**config.mk**
```make
export PLATFORM = sky130hd
export DESIGN_NAME = lsu_mem_ctrl
export DESIGN_NICKNAME = d
export VERILOG_FILES = /design/src/rtl/lsu_pkg.sv /design/src/rtl/lsu_load_align.sv /design/src/rtl/lsu_mem_ctrl.sv
export SDC_FILE = /design/constraint.sdc
export NUM_CORES = 1
export LEC_CHECK = 0
export CAP_MARGIN = 30
export CORE_ASPECT_RATIO = 0.6
export CORE_MARGIN = 2
export CORE_UTILIZATION = 47
export DETAILED_ROUTE_END_ITERATION = 12
export PLACE_DENSITY = 0.91
export SLEW_MARGIN = 20
export SYNTH_ARGS = -nofsm -noshare
export SYNTH_HDL_FRONTEND = slang
export SYNTH_SLANG_ARGS = --single-unit
```
**constraint.sdc**
```tcl
create_clock -name clk -period 3.2 [get_ports clk]
set_input_delay 0.48 -clock clk [delete_from_list [all_inputs] [get_ports clk]]
set_output_delay 0.48 -clock clk [all_outputs]
set_load 0.1 [all_outputs]
```
**src/rtl/lsu_pkg.sv**
```systemverilog
// Shared types, funct3 encodings and lane helpers for the load/store unit.
// Word-lane masks are used by the read-modify-write merge for byte/halfword stores.
package lsu_pkg;

   typedef enum logic [2:0] {
      ST_IDLE,
      ST_ACCESS,
      ST_RMW_RD,
      ST_RMW_WR,
      ST_RESP
   } lsu_state_e;

   localparam logic [2:0] F3_LB  = 3'b000;
   localparam logic [2:0] F3_LH  = 3'b001;
   localparam logic [2:0] F3_LW  = 3'b010;
   localparam logic [2:0] F3_LBU = 3'b100;
   localparam logic [2:0] F3_LHU = 3'b101;
   localparam logic [2:0] F3_SB  = 3'b000;
   localparam logic [2:0] F3_SH  = 3'b001;
   localparam logic [2:0] F3_SW  = 3'b010;

   // Bits of the word owned by a byte (half=0) or halfword (half=1) at the given lane.
   function automatic logic [31:0] lane_mask(input logic [1:0] lane, input logic half);
      logic [31:0] m;
      if (half) begin
         m = 32'h0000_FFFF << {lane[1], 4'b0000};
      end else begin
         m = 32'h0000_00FF << {lane, 3'b000};
      end
      return m;
   endfunction

   function automatic logic [31:0] lane_replicate(input logic [15:0] d, input logic half);
      return half ? {2{d}} : {4{d[7:0]}};
   endfunction

endpackage

```
**src/rtl/lsu_load_align.sv**
```systemverilog
// Selects the addressed byte/halfword of a memory word and extends it per funct3.
module lsu_load_align
   import lsu_pkg::*;
(
   input  logic [31:0] word,
   input  logic [1:0]  lane,
   input  logic [2:0]  funct3,
   output logic [31:0] data
);

   logic [31:0] shifted;

   always_comb begin
      shifted = word >> {lane, 3'b000};
      data    = '0;
      case (funct3)
         F3_LB:   data = {{24{shifted[7]}}, shifted[7:0]};
         F3_LH:   data = {{16{shifted[15]}}, shifted[15:0]};
         F3_LW:   data = word;
         F3_LBU:  data = {24'h00_0000, shifted[7:0]};
         F3_LHU:  data = {16'h0000, shifted[15:0]};
         default: data = '0;
      endcase
   end

endmodule

```
**src/rtl/lsu_mem_ctrl.sv**
```systemverilog
// RV32 load/store controller for a word-wide memory without byte strobes.
// Define LSU_ADDR_CHECK_EN to fault on byte addresses beyond the 256 KiB window.
module lsu_mem_ctrl
   import lsu_pkg::*;
#(
   parameter int ADDR_LSB = 2
) (
   input  logic        clk,
   input  logic        rst,
   input  logic        req_valid,
   output logic        req_ready,
   input  logic        req_we,
   input  logic [2:0]  req_funct3,
   input  logic [31:0] req_addr,
   input  logic [31:0] req_wdata,
   output logic        resp_valid,
   output logic [31:0] resp_rdata,
   output logic        resp_err,
   output logic [15:0] mem_a,
   output logic        mem_we,
   output logic [31:0] mem_din,
   input  logic [31:0] mem_spo
);

`ifdef LSU_ADDR_CHECK_EN
   localparam bit ADDR_CHECK = 1'b1;
`else
   localparam bit ADDR_CHECK = 1'b0;
`endif

   lsu_state_e  state_q, state_d;
   logic        we_q, we_d;
   logic [2:0]  funct3_q, funct3_d;
   logic [1:0]  lane_q, lane_d;
   logic [15:0] wdata_q, wdata_d;
   logic        err_q, err_d;
   logic [15:0] mem_a_q, mem_a_d;
   logic        mem_we_q, mem_we_d;
   logic [31:0] mem_din_q, mem_din_d;
   logic [31:0] resp_rdata_q, resp_rdata_d;
   logic        resp_err_q, resp_err_d;

   logic        accept;
   logic        f3_bad;
   logic        misalign;
   logic        addr_fault;
   logic        req_err;
   logic        req_rmw;
   logic [15:0] req_idx;
   logic [31:0] addr_hi;
   logic [31:0] load_data;
   logic [31:0] merge_mask;

   assign accept     = req_valid && req_ready;
   assign req_idx    = req_addr[ADDR_LSB+15:ADDR_LSB];
   assign addr_hi    = req_addr >> (ADDR_LSB + 16);
   assign addr_fault = ADDR_CHECK && (addr_hi != 32'd0);
   assign merge_mask = lane_mask(lane_q, funct3_q[0]);

   always_comb begin
      if (req_we) begin
         f3_bad = (req_funct3 > 3'd2);
      end else begin
         f3_bad = (req_funct3 == 3'd3) || (req_funct3 == 3'd6) || (req_funct3 == 3'd7);
      end
      misalign = ((req_funct3[1:0] == 2'd1) && req_addr[0]) ||
                 ((req_funct3[1:0] == 2'd2) && (req_addr[1:0] != 2'b00));
      req_err  = f3_bad || misalign || addr_fault;
      req_rmw  = req_we && !req_err && (req_funct3[1:0] != 2'd2);
   end

   lsu_load_align u_load_align (
      .word   (mem_spo),
      .lane   (lane_q),
      .funct3 (funct3_q),
      .data   (load_data)
   );

   always_ff @(posedge clk) begin
      if (rst) begin
         state_q      <= ST_IDLE;
         we_q         <= 1'b0;
         funct3_q     <= '0;
         lane_q       <= '0;
         wdata_q      <= '0;
         err_q        <= 1'b0;
         mem_a_q      <= '0;
         mem_we_q     <= 1'b0;
         mem_din_q    <= '0;
         resp_rdata_q <= '0;
         resp_err_q   <= 1'b0;
      end else begin
         state_q      <= state_d;
         we_q         <= we_d;
         funct3_q     <= funct3_d;
         lane_q       <= lane_d;
         wdata_q      <= wdata_d;
         err_q        <= err_d;
         mem_a_q      <= mem_a_d;
         mem_we_q     <= mem_we_d;
         mem_din_q    <= mem_din_d;
         resp_rdata_q <= resp_rdata_d;
         resp_err_q   <= resp_err_d;
      end
   end

   // Errors still pass through ACCESS (with memory idle) so they complete in two cycles.
   always_comb begin
      state_d = state_q;
      case (state_q)
         ST_IDLE:   if (accept) state_d = req_rmw ? ST_RMW_RD : ST_ACCESS;
         ST_ACCESS: state_d = ST_RESP;
         ST_RMW_RD: state_d = ST_RMW_WR;
         ST_RMW_WR: state_d = ST_RESP;
         ST_RESP:   state_d = ST_IDLE;
         default:   state_d = ST_IDLE;
      endcase
   end

   always_comb begin
      we_d         = we_q;
      funct3_d     = funct3_q;
      lane_d       = lane_q;
      wdata_d      = wdata_q;
      err_d        = err_q;
      mem_a_d      = '0;
      mem_we_d     = 1'b0;
      mem_din_d    = '0;
      resp_rdata_d = resp_rdata_q;
      resp_err_d   = resp_err_q;
      case (state_q)
         ST_IDLE: begin
            if (accept) begin
               we_d     = req_we;
               funct3_d = req_funct3;
               lane_d   = req_addr[1:0];
               wdata_d  = req_wdata[15:0];
               err_d    = req_err;
               if (!req_err) begin
                  mem_a_d = req_idx;
                  if (req_we && !req_rmw) begin
                     mem_we_d  = 1'b1;
                     mem_din_d = req_wdata;
                  end
               end
            end
         end
         ST_ACCESS: begin
            resp_err_d   = err_q;
            resp_rdata_d = (err_q || we_q) ? 32'd0 : load_data;
         end
         ST_RMW_RD: begin
            mem_a_d   = mem_a_q;
            mem_we_d  = 1'b1;
            mem_din_d = (mem_spo & ~merge_mask) |
                        (lane_replicate(wdata_q, funct3_q[0]) & merge_mask);
         end
         ST_RMW_WR: begin
            resp_err_d   = 1'b0;
            resp_rdata_d = 32'd0;
         end
         default: ;
      endcase
   end

   // Reset suppresses the write strobe and response in the very cycle it is asserted.
   assign req_ready  = (state_q == ST_IDLE) && !rst;
   assign resp_valid = (state_q == ST_RESP) && !rst;
   assign mem_we     = mem_we_q && !rst;
   assign mem_a      = mem_a_q;
   assign mem_din    = mem_din_q;
   assign resp_rdata = resp_rdata_q;
   assign resp_err   = resp_err_q;

endmodule

```
==> flow_metrics.tcl <==
set metrics [dict create \
    period_share_pct 74.3 \
    outcome "finished clean" \
    initial_core_util_pct 48.8 \
    slew_headroom_pct 32.9 \
    crit_arrival_ns 2.65 \
    critPathCapture "mem_din[3]" \
    grt_pass1_vias 4655 \
    synthCells 552 \
    worstSetupPathType "in2reg" \
    rsz0062_at_grt "false" \
    antenna_cells 0 \
    worst_pin_slew_ns 1.00 \
    start_kind "primary input" \
    remaining_drc_errors 0 \
    synth_cell_type_count 47 \
    vias_per_cell 5.98 \
    reg2reg_depth 4 \
    die_w_um 135 \
    r2r_setup_slack_ns 0.87 \
    num_rows 28 \
    clockBufferDepth 2 \
    grt_max_degree 40 \
    hpwl_um 12800 \
    grt_use_total_pct 30.7 \
    cap_violations 0 \
    die_area_um2 11100 \
    worstSetupEndpointType "register" \
    synth-edff-count 0 \
    synth.area.top_cells "dfxtp_1 (45%), a21oi_1 (6.2%), nand2_1 (5.7%)" \
    async_flop_share_pct 0 \
    leakage_nw 2.53 \
    nNetsFinal 806 \
    cts_max_level 3 \
    setup_viol 0 \
    cts_made_buffers 9 \
    ys_warn_count 0 \
    clk_pin_slew_ns 0.07 \
    synth_top_area_share_pct 44.7 \
    antenna_found_initial 0 \
    place.gp.congestion 0.929 \
    min_period_ns 2.38 \
    cts_resized 0 \
    ys_ff_latch 108 \
    rr_endpoint "resp_rdata[16]" \
    finalHoldViolations 0 \
    drt-initial-drc-count 485 \
    fin_setup_tns_ns 0 \
    cts_tree "done" \
    place.port_buffers 172 \
    max_freq_mhz 420 \
    ir_worst_vdd_mv 0.443 \
    synthesis.nets 655 \
    final-max-slew-violation-count 0 \
    via_count 5040 \
    synth_top_cell_by_area "dfxtp_1" \
    ant_nets 0 \
    worst-path-max-fanout 16 \
    core-area_um2 9910 \
    routed_wl_um 17100 \
    synth.cell_area_um2 4830 \
    fillerInstances 797 \
    cts_setup_buffers 0 \
    finClkSkew_ns 0.00819 \
    ys.flop_type "dfxtp_1" \
    grt_overflow 0 \
    syn2layout_area_growth_pct 41.4 \
    cts_hold_buffers 0 \
    r2r-start "funct3_q[0]" \
    slowest_stage "or4_1" \
    first_pass_iters 5 \
    cts.sinks 108 \
    yosysSeqAreaShare_pct 44.7 \
    crit_start "req_addr[1]" \
    clk-insertion-delay-late_ns 0.35 \
    power_density_nw_per_um2 480 \
    path_cells "clkdlybuf4s50_1 -> or4_1 -> nor3_4 -> nand3_1 -> a21oi_1" \
    critPathMaxStageDelay_ns 0.69 \
    drive_above_1_share_pct 13.8 \
    min_path_type "reg2reg" \
    final_area_um2 6840 \
    root_buffer "clkbuf_16" \
    dieHeight_um 82.6 \
    grt_pass1_wl_um 25900 \
    cp.required_ns 3.48 \
    postSynthAreaPerCell_um2 8.76 \
    ios 187 \
    place_area_um2 6540 \
    routedWlPerCell_um 20.3 \
]
[cell families after synthesis]
| logic type | share of synthesized area, % |
|---|---|
| DFF | 44.7 |
| AOI/OAI and AO/OA | 28.2 |
| buffers and inverters | 4.40 |
| and+or+nand+nor | 19.4 |
| muxes | 3.34 |
[power by group]
| group | internal, mW | switching (mW) | total (mW) | leakage, nW |
|---|---|---|---|---|
| Sequential | 1.39 | 0.0414 | 1.43 | 0.875 |
| Clock | 0.632 | 0.505 | 1.14 | 0.140 |
| Combinational | 0.245 | 0.468 | 0.712 | 1.51 |
| Total | 2.27 | 1.01 | 3.28 | 2.53 |
[critical path: cells and delay by family]
family,cells,cell delay [ns]
simple gates,3,1.54
buf+inv,1,0.44
compound gates,1,0.18
[how the worst min path moves through the flow]
stage | startpoint | to | slack (ns) | cells after the start
global placement | wdata_q[13] | wdata_q[13] | 0.45 | 2
finish | wdata_q[15] | wdata_q[15] | 0.46 | 2
floorplan | wdata_q[15] | wdata_q[15] | 0.44 | 2
detailed placement | wdata_q[11] | wdata_q[11] | 0.45 | 2
CTS | wdata_q[11] | wdata_q[11] | 0.46 | 2
global route | wdata_q[15] | wdata_q[15] | 0.48 | 2
[routing by layer]
layer  share of wire, %  global-route usage [%]  routed length (um)
met1                 46                    44.7                7890
met5                  0                       0                   0
met4               0.85                    6.74                 146
met2                 43                    44.6                7290
met3                 11                    8.97                1810
[through the flow]
| step | hold slack [ns] | total power, mW | setup WS [ns] | cells | util, % |
|---|---|---|---|---|---|
| finish | 0.464 | 3.28 | 0.822 | 843 | 69.0 |
| global route | 0.480 | 3.37 | 0.692 | 843 | 69.0 |
| CTS | 0.464 | 3.28 | 0.846 | 843 | 69.0 |
| detailed placement | 0.454 | 2.16 | 0.486 | 827 | 66.0 |
| global placement | 0.447 | 2.15 | 0.606 | 826 | 65.9 |
| floorplan | 0.436 | 1.89 | 0.143 | 552 | - |
[area by class of cell]
cell class	count	area [um^2]	share of cell area, %
clock buffers	13	250	3.66
flip-flops and latches	108	2160	31.6
repair buffers	187	1720	25.2
well taps	135	169	2.47
multi-input cells	393	2470	36.2
inverters	4	15.0	0.220
clock inverters	3	46.3	0.677
[synth_stat cells (2+ instances only)]
library cell	number
a21boi_0	3
a21o_1	7
a21oi_1	60
a221o_1	25
a221oi_1	8
a22o_1	8
a22oi_1	23
and3_1	3
buf_1	2
buf_2	8
clkbuf_1	35
dfxtp_1	108
inv_1	4
mux2_2	7
mux2i_1	6
nand2_1	74
nand2b_1	6
nand3_1	17
nand3b_1	2
nor2_1	36
nor2b_1	13
nor3b_1	17
nor4_4	2
o211ai_1	14
o21a_1	9
o21ai_0	25
o21bai_1	7
or3_1	3
or3b_2	2
[registers in the layout, indices dropped and copies added (netlist names)]
name and flops:
wdata_q 16, state_q 3, resp_rdata 32, we_q 1
mem_din 32, mem_we_q 1, lane_q 2, resp_err 1
funct3_q 3, err_q 1, mem_a 16
[cell usage in the layout, fill, tap and decap left out, types with 3 or more instances in the layout]
cell type / instances
a21boi_0: 3
a21o_1: 7
a21oi_1: 60
a221o_1: 25
a221oi_1: 8
a22o_1: 8
a22oi_1: 23
and3_1: 3
buf_4: 62
clkbuf_1: 3
clkbuf_16: 9
clkdlybuf4s50_1: 123
dfxtp_1: 108
inv_1: 4
mux2_2: 7
mux2i_1: 6
nand2_1: 74
nand2b_1: 6
nand3_1: 17
nor2_1: 35
nor2b_1: 13
nor3b_1: 16
o211ai_1: 14
o21a_1: 9
o21ai_0: 25
o21bai_1: 7
or3_1: 3
Note: power is estimated with default switching activity, not from simulation.
